File: src/rtl/fib_seq_gen.sv
// Fibonacci expected-value generator: value starts at 1 and steps through
// 1,1,2,3,5,... on each advance, wrapping modulo 2^32.
module fib_seq_gen (
    input  logic        clk,
    input  logic        rst,
    input  logic        advance,
    output logic [31:0] value
);

    logic [31:0] exp_prev;
    logic [31:0] exp_cur;

    always_ff @(posedge clk or negedge rst) begin
        if (!rst) begin
            exp_prev <= '0;
            exp_cur  <= 32'd1;
        end else if (advance) begin
            exp_prev <= exp_cur;
            exp_cur  <= exp_prev + exp_cur;
        end
    end

    assign value = exp_cur;

endmodule

File: config.mk
export PLATFORM = sky130hd
export DESIGN_NAME = fib_seq_gen
export DESIGN_NICKNAME = d
export VERILOG_FILES = /design/src/rtl/fib_seq_gen.sv
export SDC_FILE = /design/constraint.sdc
export NUM_CORES = 1
export LEC_CHECK = 0
export ABC_AREA = 0
export BUFFER_PORTS_ARGS = -buffer_cell sky130_fd_sc_hd__buf_2
export CORE_MARGIN = 2
export CORE_UTILIZATION = 28
export CTS_BUF_LIST = sky130_fd_sc_hd__clkbuf_16
export CTS_CLUSTER_DIAMETER = 30
export CTS_CLUSTER_SIZE = 16
export DETAILED_ROUTE_END_ITERATION = 16
export HOLD_SLACK_MARGIN = 0.12
export PLACE_DENSITY = 0.56
export SYNTH_ARGS = -nofsm -noshare
export SYNTH_HDL_FRONTEND = slang
export SYNTH_SLANG_ARGS = --single-unit
File: constraint.sdc
create_clock -name clk -period 6.3 [get_ports clk]
set_input_delay 0.945 -clock clk [delete_from_list [all_inputs] [get_ports clk]]
set_output_delay 0.945 -clock clk [all_outputs]
set_load 0.02 [all_outputs]
==> out/metrics.cfg, run 1 <==
[clocking]
cts_tree=built
cts_made_buffers=9
post_cts_buffers=0
ctsHtreeMaxLevel=3
path_clk_slew_ns=0.05
worst_skew_pair.late_latency_ns=0.33
ctsResizeCount=0
clk_path_buf_depth=2
clock-root-buffer=clkbuf_16
cts_sinks=64
cts_hold_buffers=0

[sta]
hold_violations=0
min_period_ns=2.82
skew_ns=0.00693
finalCritPeriodShare=0.447
fin_tns_setup_ns=0
rsz0062_at_grt=no
drv_slew=0
max_freq_mhz=355
slew_headroom=0.455
worstMarginPinSlew_ns=0.818
setup_viol=0

[critical_path]
end_kind=register
required_ns=6.51
slowest_stage=a2111oi_0
slowest_delay_ns=0.60
r2r_start=value[14]$_DFFE_PN0P_
worst_setup_path_start_kind=register
worstPathCellList=ha_1 > a21oi_1 > o21ai_0 > a2111oi_0 > o311a_1 > o31ai_1 > xor2_1 > mux2_2
r2r_slack_ns=3.48
r2r_cells=8
arrival_ns=3.03
path_max_fanout=6
critPathKind=register to register
worstReg2RegEnd=value[25]$_DFFE_PN0P_

[floorplanning]
die_area_um2=15700
fp-row-count=44
fp.dieH_um=125
die_w_um=125
io_pins=35
core_um2=14400
start_util=0.285

[synth]
synth_area_leaders=dfrtp_1 38%, mux2_2 14%, ha_1 9.4%, a21oi_1 4.1%, xnor2_1 2.6%
synthMostInstantiatedCell=dfrtp_1
synth_area_per_cell_um2=10.4
ys_seq_area_frac=0.390
synth_top_area_frac=0.383
syn-num-nets=430
syn_inst=395
syn_area_um2=4110
synth_commonest_cells=63 x dfrtp_1, 50 x mux2_2, 34 x a21oi_1
synthArstFlopShare=1.00
synth_area_leader_cell=dfrtp_1
synth.distinct_cells=62
yosys_warnings=0
synth-edff-count=0
ys_ff_latch=64
synth_ff_type=dfrtp_1

[place]
dpl_cell_area_um2=4420
routabilityCongestion=0.809
port_buffers=34
dp_hpwl_um=6070

[route]
via_per_inst=5.00
drt-wirelength-per-cell_um=14.0
first_pass_iters=4
drt_drc_violations_left=0
drtIter0Drc=137
routed_wl_um=8570
ant_nets=0
vias=3072

[min_path]
hold_start=exp_prev[10]$_DFFE_PN0P_
whs_endpoint=exp_prev[10]$_DFFE_PN0P_
hold_path_class=register to register
whs_path_depth=1

[final_layout]
final_area_um2=4760
fin_nets=460
diodes=0
drive_gt1_frac=0.263
area_delta_synth_final_pct=15.8

[global_route]
grt_pass1_wl_um=14800
grt_overflow=0
antenna_found_initial=0
grt_max_degree=72
grt_pass1_vias=2997
grt_usage=0.114

[run]
cap_violations=0

[run_status]
status=finished, final reports clean

## worst max path at each step
stage                               start                     to
global route        value[12]$_DFFE_PN0P_  value[25]$_DFFE_PN0P_
detailed placement                advance  value[16]$_DFFE_PN0P_
CTS                 value[14]$_DFFE_PN0P_  value[25]$_DFFE_PN0P_
floorplan           value[14]$_DFFE_PN0P_  value[25]$_DFFE_PN0P_
global placement                  advance  value[16]$_DFFE_PN0P_
finish              value[14]$_DFFE_PN0P_  value[25]$_DFFE_PN0P_
## sequential cells by signal, summed over array words and instances, names as in the netlist
register / count
exp_prev: 32
value: 32
## critical path: cells and delay by family (launching register included)
family,cells,cell delay (ns)
multiplexers,1,0.29
adder cells (fa/ha/maj),1,0.39
AO/OA/AOI/OAI,5,1.45
XOR/XNOR,1,0.18
flip-flops,1,0.40
## layout by cell type, fill, tap and decap left out, types with 7 or more instances in the layout
cell,instances
o21ai_0,12
buf_2,34
nand4_1,7
clkbuf_16,9
a21oi_1,34
nor2_1,20
nand2_1,21
dfrtp_1,63
nand3_1,13
xnor2_1,12
a21o_1,12
mux2_2,50
inv_1,15
ha_1,31
## cells by family (layout without fill, tap and decap cells)
logic type	count (synthesis)	after routing	synth area share
adder cells (fa/ha/maj)	32	32	0.0992
buffers and inverters	32	67	0.0408
AND/OR/NAND/NOR	90	90	0.112
AO/OA/AOI/OAI	109	109	0.183
multiplexers	50	50	0.137
flip-flops	64	64	0.390
XOR/XNOR	18	18	0.0383
## cell type report
cell class	count	area, um^2
fill	1486	9660
multi-input combinational	299	2340
sequential	64	1600
tap	184	230
clock buffer	9	225
timing repair buffer	36	185
clock inverter	7	120
inverter	15	56.3
## per-stage QoR
step	hold slack [ns]	std cells	setup WS (ns)	util
6_report	0.510	614	3.48	0.330
5_1_grt	0.521	614	3.16	0.330
2_1_floorplan	0.485	395	3.76	-
3_3_place_gp	0.495	598	3.30	0.306
4_1_cts	0.514	614	3.45	0.330
3_5_place_dp	0.502	598	3.24	0.306
## metal layers
metal,routed length [um],track usage
met5,0,0
met4,138,0.0353
met3,243,0.0274
met2,3870,0.176
met1,4320,0.158
Power of run 1 is not shown: default switching activity piles up to over one toggle a cycle in this logic, so the estimate is an artifact.
==> run 2, diff against run 1 <==
--- a/config.mk
+++ b/config.mk
@@ -5,7 +5,7 @@
 export SDC_FILE = /design/constraint.sdc
 export NUM_CORES = 1
 export LEC_CHECK = 0
-export ABC_AREA = 0
+export ABC_AREA = 1
 export BUFFER_PORTS_ARGS = -buffer_cell sky130_fd_sc_hd__buf_2
 export CORE_MARGIN = 2
 export CORE_UTILIZATION = 28
@@ -14,7 +14,7 @@
 export CTS_CLUSTER_SIZE = 16
 export DETAILED_ROUTE_END_ITERATION = 16
 export HOLD_SLACK_MARGIN = 0.12
-export PLACE_DENSITY = 0.56
+export PLACE_DENSITY = 0.55
 export SYNTH_ARGS = -nofsm -noshare
 export SYNTH_HDL_FRONTEND = slang
 export SYNTH_SLANG_ARGS = --single-unit
==> constraint.sdc (replaced) <==
create_clock -name clk -period 2.7 [get_ports clk]
set_input_delay 0.405 -clock clk [delete_from_list [all_inputs] [get_ports clk]]
set_output_delay 0.405 -clock clk [all_outputs]
set_load 0.02 [all_outputs]
==> run 2 against run 1 <==
Net effect: flip-flop and latch count is the same; die area grew 14%; area after synthesis grew 14%; synthesized cell count grew 88%.
==> out/metrics.cfg, run 2 <==
[sta]
max_freq_mhz=469  ; was 355 MHz
setup_viol=0  ; unchanged
skew_ns=0.00619  ; was 0.00693 ns
rsz0062_at_grt=no  ; unchanged
min_period_ns=2.13  ; was 2.82 ns
fin_tns_setup_ns=0  ; unchanged
hold_violations=0  ; unchanged
fin_hold_ws_ns=0.473  ; was 0.510 ns
drv_slew=0  ; unchanged
slew_headroom=0.615  ; was 0.455
worstMarginPinSlew_ns=0.577  ; was 0.818 ns
finalCritPeriodShare=0.790  ; was 0.447

[power]
power_density_nw_per_um2=1410
peakVddDrop_uv=388
p_leak_nw=3.18

[synth]
synth-edff-count=0  ; unchanged
syn_area_um2=4690  ; was 4110 um^2
synth_ff_type=dfrtp_1  ; unchanged
synth-xor-area-share=0.0280  ; was 0.0383
synthArstFlopShare=1.00  ; unchanged
synth_area_per_cell_um2=6.33  ; was 10.4 um^2
synth_area_leaders=dfrtp_1 34%, nand2_1 27%, inv_1 9.4%, ha_1 8.3%, nand3_1 4.9%  ; was dfrtp_1 38%, mux2_2 14%, ha_1 9.4%, a21oi_1 4.1%, xnor2_1 2.6%
synth_commonest_cells=343 x nand2_1, 118 x inv_1, 63 x dfrtp_1  ; was 63 x dfrtp_1, 50 x mux2_2, 34 x a21oi_1
synthMostInstantiatedCell=nand2_1  ; was dfrtp_1
yosys_warnings=0  ; unchanged
synthMuxAreaShare=0  ; was 0.137
synth_top_area_frac=0.336  ; was 0.383
syn_inst=741  ; was 395
synth_top_family_by_area=simple AND/OR/NAND/NOR gates  ; was compound AO/OA/AOI/OAI gates
ys_ff_latch=64  ; unchanged
synth_compound_area_frac=0.0565  ; was 0.183
yosys.area_share.simple=0.379  ; was 0.112
synth.distinct_cells=26  ; was 62
synthAdderAreaFrac=0.0870  ; was 0.0992
syn-num-nets=776  ; was 430
synth_area_leader_cell=dfrtp_1  ; unchanged
ys_seq_area_frac=0.342  ; was 0.390

[final_layout]
diodes=0  ; unchanged
stdcell_count=1002  ; was 614
mostFrequentLayoutCells=343 x nand2_1, 118 x inv_1, 63 x dfrtp_1, 46 x nand3_1, 39 x nor2_1  ; was 63 x dfrtp_1, 50 x mux2_2, 34 x a21oi_1, 34 x buf_2, 31 x ha_1
fin_nets=812  ; was 460
area_delta_synth_final_pct=15.5  ; was 15.8%
drive_gt1_frac=0.0806  ; was 0.263
final_area_um2=5420  ; was 4760 um^2
final_common_cell=nand2_1  ; was dfrtp_1

[route]
vias=4368  ; was 3072
drtIter0Drc=266  ; was 137
routed_wl_um=12200  ; was 8570 um
drt_drc_violations_left=0  ; unchanged
ant_nets=0  ; unchanged
drt-wirelength-per-cell_um=12.2  ; was 14.0 um
first_pass_iters=4  ; unchanged
via_per_inst=4.36  ; was 5.00

[global_route]
grt_max_degree=60  ; was 72
grtUsageMet3=0.0263  ; was 0.0274
antenna_found_initial=0  ; unchanged
grt-busiest-layer=met2  ; unchanged
grt_pass1_wl_um=20800  ; was 14800 um
grt_usage=0.146  ; was 0.114
grt_util_met1=0.208  ; was 0.158
met2_usage=0.222  ; was 0.176
grt_overflow=0  ; unchanged
grt_pass1_vias=4131  ; was 2997

[min_path]
hold_path_class=register to register  ; unchanged

[run]
cap_violations=0  ; unchanged

[place]
routabilityCongestion=0.893  ; was 0.809
port_buffers=34  ; unchanged
place_inst=985  ; was 598
dpl_cell_area_um2=5120  ; was 4420 um^2
dp_hpwl_um=9370  ; was 6070 um

[clocking]
cts_tree=built  ; unchanged
ctsResizeCount=0  ; unchanged
clk_path_buf_depth=2  ; unchanged
clock-root-buffer=clkbuf_16  ; unchanged
ctsHtreeMaxLevel=3  ; unchanged
cts_sinks=64  ; unchanged
worst_skew_pair.late_latency_ns=0.34  ; was 0.33 ns
cts_made_buffers=9  ; unchanged
path_clk_slew_ns=0.06  ; was 0.05 ns

[critical_path]
path_max_fanout=5  ; was 6
required_ns=2.90  ; was 6.51 ns
worst_setup_path_start_kind=register  ; unchanged
critPathKind=register to register  ; unchanged
end_kind=register  ; unchanged
arrival_ns=2.33  ; was 3.03 ns

[floorplanning]
die_w_um=133  ; was 125 um
fp.dieH_um=133  ; was 125 um
io_pins=35  ; unchanged
core_um2=16500  ; was 14400 um^2
fp-row-count=47  ; was 44
die_area_um2=17800  ; was 15700 um^2
start_util=0.285  ; about the same

[run_status]
status=finished, final reports clean  ; unchanged

==> run 2: cells by family after synthesis <==
kind of cell,count (synthesis)
AND/OR/NAND/NOR,446
adder cells (fa/ha/maj),32
XOR/XNOR,15
AO/OA/AOI/OAI,51
buffers and inverters,133
flip-flops,64
==> run 2: per-layer routing <==
metal	part of all wire	wire length [um]
met3	0.033	409
met5	0	0
met2	0.42	5180
met1	0.53	6430
met4	0.017	204
==> run 2: cell type report <==
class                           instances  area (um^2)
Multi-Input combinational cell        544         2580
Clock buffer                            9          225
Fill cell                            1856        11000
Inverter                              119          447
Sequential cell                        64         1600
Tap cell                              220          275
Timing Repair Buffer                   39          223
Clock inverter                          7         62.6
==> run 2: what timing repair did <==
item                                    in CTS  in global routing
endpoints found under the setup margin       0                  0
setup buffers                                0                  0
hold buffers                                 1                  0
hold endpoints to repair                    29                  0
==> run 2: critical path: stages, from the launching register on <==
cell,delay [ns]
dfstp_2,0.37
ha_1,0.24
fa_1,0.46
nand3_1,0.13
nand3_1,0.14
nand3_1,0.10
nand3_1,0.17
nand2_1,0.14
nand3_1,0.08
nand3_1,0.08
o21ai_0,0.08
==> run 2: path summary, 6_finish.rpt <==
check / from / to / cells after the start / slack [ns]
setup / recovery: value[0]$_DFFE_PN1P_ / value[20]$_DFFE_PN0P_ / 10 / 0.57
hold / removal: exp_prev[11]$_DFFE_PN0P_ / exp_prev[11]$_DFFE_PN0P_ / 2 / 0.47
setup reg to reg: value[0]$_DFFE_PN1P_ / value[20]$_DFFE_PN0P_ / 10 / 0.57
min in group asynchronous: rst / exp_prev[31]$_DFFE_PN0P_ / 3 / 0.65
hold reg to reg: exp_prev[11]$_DFFE_PN0P_ / exp_prev[11]$_DFFE_PN0P_ / 2 / 0.47
max in group asynchronous: rst / value[2]$_DFFE_PN0P_ / 3 / 1.68
==> run 2: per-stage QoR <==
| stage | util | power (W) | worst slack, ns |
|---|---|---|---|
| floorplan | - | 0.00521 | 0.819 |
| detailed placement | 0.311 | 0.00647 | 0.573 |
| CTS | 0.329 | 0.00768 | 0.559 |
| finish | 0.329 | 0.00761 | 0.566 |
| global route | 0.329 | 0.00842 | 0.369 |
| global placement | 0.311 | 0.00648 | 0.617 |
==> run 2: report_power, final <==
group | switching [W] | leakage, nW | internal (W)
Sequential | 0.000389 | 0.789 | 0.00141
Combinational | 0.00303 | 2.25 | 0.00165
Clock | 0.000433 | 0.145 | 0.000705
Power figures use the tool's default switching activity.
==> run 3, diff against run 2 <==
--- a/config.mk
+++ b/config.mk
@@ -5,7 +5,7 @@
 export SDC_FILE = /design/constraint.sdc
 export NUM_CORES = 1
 export LEC_CHECK = 0
-export ABC_AREA = 1
+export ABC_AREA = 0
 export BUFFER_PORTS_ARGS = -buffer_cell sky130_fd_sc_hd__buf_2
 export CORE_MARGIN = 2
 export CORE_UTILIZATION = 28
@@ -14,7 +14,7 @@
 export CTS_CLUSTER_SIZE = 16
 export DETAILED_ROUTE_END_ITERATION = 16
 export HOLD_SLACK_MARGIN = 0.12
-export PLACE_DENSITY = 0.55
+export PLACE_DENSITY = 0.56
 export SYNTH_ARGS = -nofsm -noshare
 export SYNTH_HDL_FRONTEND = slang
 export SYNTH_SLANG_ARGS = --single-unit
==> constraint.sdc (replaced) <==
create_clock -name clk -period 2.2 [get_ports clk]
set_input_delay 0.33 -clock clk [delete_from_list [all_inputs] [get_ports clk]]
set_output_delay 0.33 -clock clk [all_outputs]
set_load 0.02 [all_outputs]
==> run 3 against run 2 <==
Net effect: the run now ends with setup timing left; clock skew increased by 0.0027 ns; clock-buffer cell count unchanged; sequential share of layout area fell by 2.2 points; highest routed layer unchanged.
==> out/metrics.cfg, run 3 (synthesis results as in run 1) <==
[sta]
worstMarginPinSlew_ns=0.575  ; was 0.577 ns
finalCritPeriodShare=1.08  ; was 0.790
slew_headroom=0.617  ; was 0.615
setup_viol=19  ; was 0
max_freq_mhz=423  ; was 469 MHz
min_period_ns=2.37  ; was 2.13 ns
fin_ws_ns=-0.167  ; was 0.566 ns
fin_tns_setup_ns=-1.81  ; was 0 ns
hold_violations=0  ; unchanged
rsz0062_at_grt=yes  ; was no
drv_slew=0  ; unchanged
skew_ns=0.00887  ; was 0.00619 ns

[route]
ant_nets=0  ; unchanged
drt_drc_violations_left=0  ; unchanged
routed_wl_um=10300  ; was 12200 um
first_pass_iters=4  ; unchanged
vias=3453  ; was 4368
drt-wirelength-per-cell_um=14.8  ; was 12.2 um
via_per_inst=4.95  ; was 4.36
drtIter0Drc=108  ; was 266

[clocking]
cts_sinks=64  ; unchanged
cts_tree=built  ; unchanged
ctsHtreeMaxLevel=3  ; unchanged
clock-root-buffer=clkbuf_16  ; unchanged
path_clk_slew_ns=0.05  ; was 0.06 ns
worst_skew_pair.late_latency_ns=0.34  ; about the same
cts_made_buffers=9  ; unchanged
clk_path_buf_depth=2  ; unchanged

[critical_path]
r2r_start=value[4]$_DFFE_PN0P_  ; was value[0]$_DFFE_PN1P_
worstPathCellList=ha_4 > o211ai_1 > o211ai_2 > a211oi_4 > o311a_4 > or4_4 > a22o_1 > nand4_1  ; was ha_1 > fa_1 > nand3_1 > nand3_1 > nand3_1 > nand3_1 > nand2_1 > nand3_1 > nand3_1 > o21ai_0
critPathKind=register to register  ; unchanged
worst_setup_path_start_kind=register  ; unchanged
worstReg2RegEnd=value[31]$_DFFE_PN0P_  ; was value[20]$_DFFE_PN0P_
cp_top_family=compound AO/OA/AOI/OAI gates  ; was simple AND/OR/NAND/NOR gates
required_ns=2.47  ; was 2.90 ns
slowest_delay_ns=0.45  ; was 0.46 ns
path_buf_inv=0  ; unchanged
r2r_slack_ns=-0.17  ; was 0.57 ns
slowest_stage=or4_4  ; was fa_1
arrival_ns=2.64  ; was 2.33 ns
end_kind=register  ; unchanged
path_max_fanout=4  ; was 5
r2r_cells=8  ; was 10

[final_layout]
area_delta_synth_final_pct=43.7  ; was 15.5%
final_common_cell=buf_4  ; was nand2_1
stdcell_count=697  ; was 1002
mostFrequentLayoutCells=74 x buf_4, 51 x dfrtp_1, 42 x mux2_2, 34 x buf_2, 23 x a21oi_1  ; was 343 x nand2_1, 118 x inv_1, 63 x dfrtp_1, 46 x nand3_1, 39 x nor2_1
final_area_um2=5910  ; was 5420 um^2
fin_nets=543  ; was 812
post-route-util=0.410  ; was 0.329
drive_gt1_frac=0.507  ; was 0.0806
diodes=0  ; unchanged

[global_route]
grt_pass1_wl_um=17000  ; was 20800 um
met2_usage=0.226  ; was 0.222
antenna_found_initial=0  ; unchanged
grt_usage=0.133  ; was 0.146
grtUsageMet3=0.0214  ; was 0.0263
grt_overflow=0  ; unchanged
grt_util_met1=0.167  ; was 0.208
grt-busiest-layer=met2  ; unchanged
grt_max_degree=71  ; was 60
grt_pass1_vias=3548  ; was 4131

[floorplanning]
io_pins=35  ; unchanged
start_util=0.285  ; about the same
fp.dieH_um=125  ; was 133 um
fp-row-count=44  ; was 47
die_w_um=125  ; was 133 um
die_area_um2=15700  ; was 17800 um^2
core_um2=14400  ; was 16500 um^2

[place]
place_inst=665  ; was 985
routabilityCongestion=0.825  ; was 0.893
dp_hpwl_um=7330  ; was 9370 um
port_buffers=34  ; unchanged
dpl_cell_area_um2=5170  ; was 5120 um^2

[min_path]
whs_endpoint=value[15]$_DFFE_PN0P_  ; was exp_prev[11]$_DFFE_PN0P_
whs_path_depth=4  ; was 2
hold_start=advance  ; was exp_prev[11]$_DFFE_PN0P_
hold_path_class=input pin to register  ; was register to register

[run_status]
status=finished with violations  ; was finished, final reports clean
violations=setup timing

[run]
cap_violations=0  ; unchanged

[run 3: metrics by stage]
step,setup WS [ns],hold WS [ns]
after floorplan,-0.162,0.0344
after global placement,-0.252,0.358
after detailed placement,-0.280,0.369
after CTS,-0.193,0.482
after global routing,-0.269,0.516
final,-0.167,0.459
[run 3: how the worst max path moves through the flow]
stage,from,depth (start not counted),end,slack [ns]
2_1_floorplan,value[0]$_DFFE_PN1P_,9,value[28]$_DFFE_PN0P_,-0.16
3_3_place_gp,value[0]$_DFFE_PN1P_,10,value[30]$_DFFE_PN0P_,-0.25
3_5_place_dp,value[0]$_DFFE_PN1P_,10,value[30]$_DFFE_PN0P_,-0.28
4_1_cts,value[4]$_DFFE_PN0P_,8,value[31]$_DFFE_PN0P_,-0.19
5_1_grt,value[0]$_DFFE_PN1P_,10,value[28]$_DFFE_PN0P_,-0.27
6_report,value[4]$_DFFE_PN0P_,8,value[31]$_DFFE_PN0P_,-0.17
[run 3: worst register-to-register path, cell delays in order, from the launching register on]
cell and delay, ns:
dfrtp_2 0.42, ha_4 0.29, o211ai_1 0.12, o211ai_2 0.25, a211oi_4 0.12, o311a_4 0.35, or4_4 0.45, a22o_1 0.23
nand4_1 0.06
[run 3: area by class of cell]
class,instances,area (um^2)
clock buffers,9,225
clock inverters,7,27.5
fillers,1383,8520
inverters,15,56.3
multi-input cells,299,2890
flip-flops and latches,64,1620
well taps,184,230
repair buffers,119,857
[run 3: layer usage]
metal  vias to the layer above  share of wire
li1                       1705              -
met1                      1691           0.48
met2                        45           0.48
met3                        12          0.020
met4                         0          0.018
met5                         -              0
[run 3: timing repair]
action,in CTS,in global routing
setup buffers,10,8
pin swaps,24,25
hold buffers,1,0
gates resized for setup,29,42
endpoints found under the hold margin,21,0
endpoints found under the setup margin,19,24
Power of run 3 is left out for the same reason.
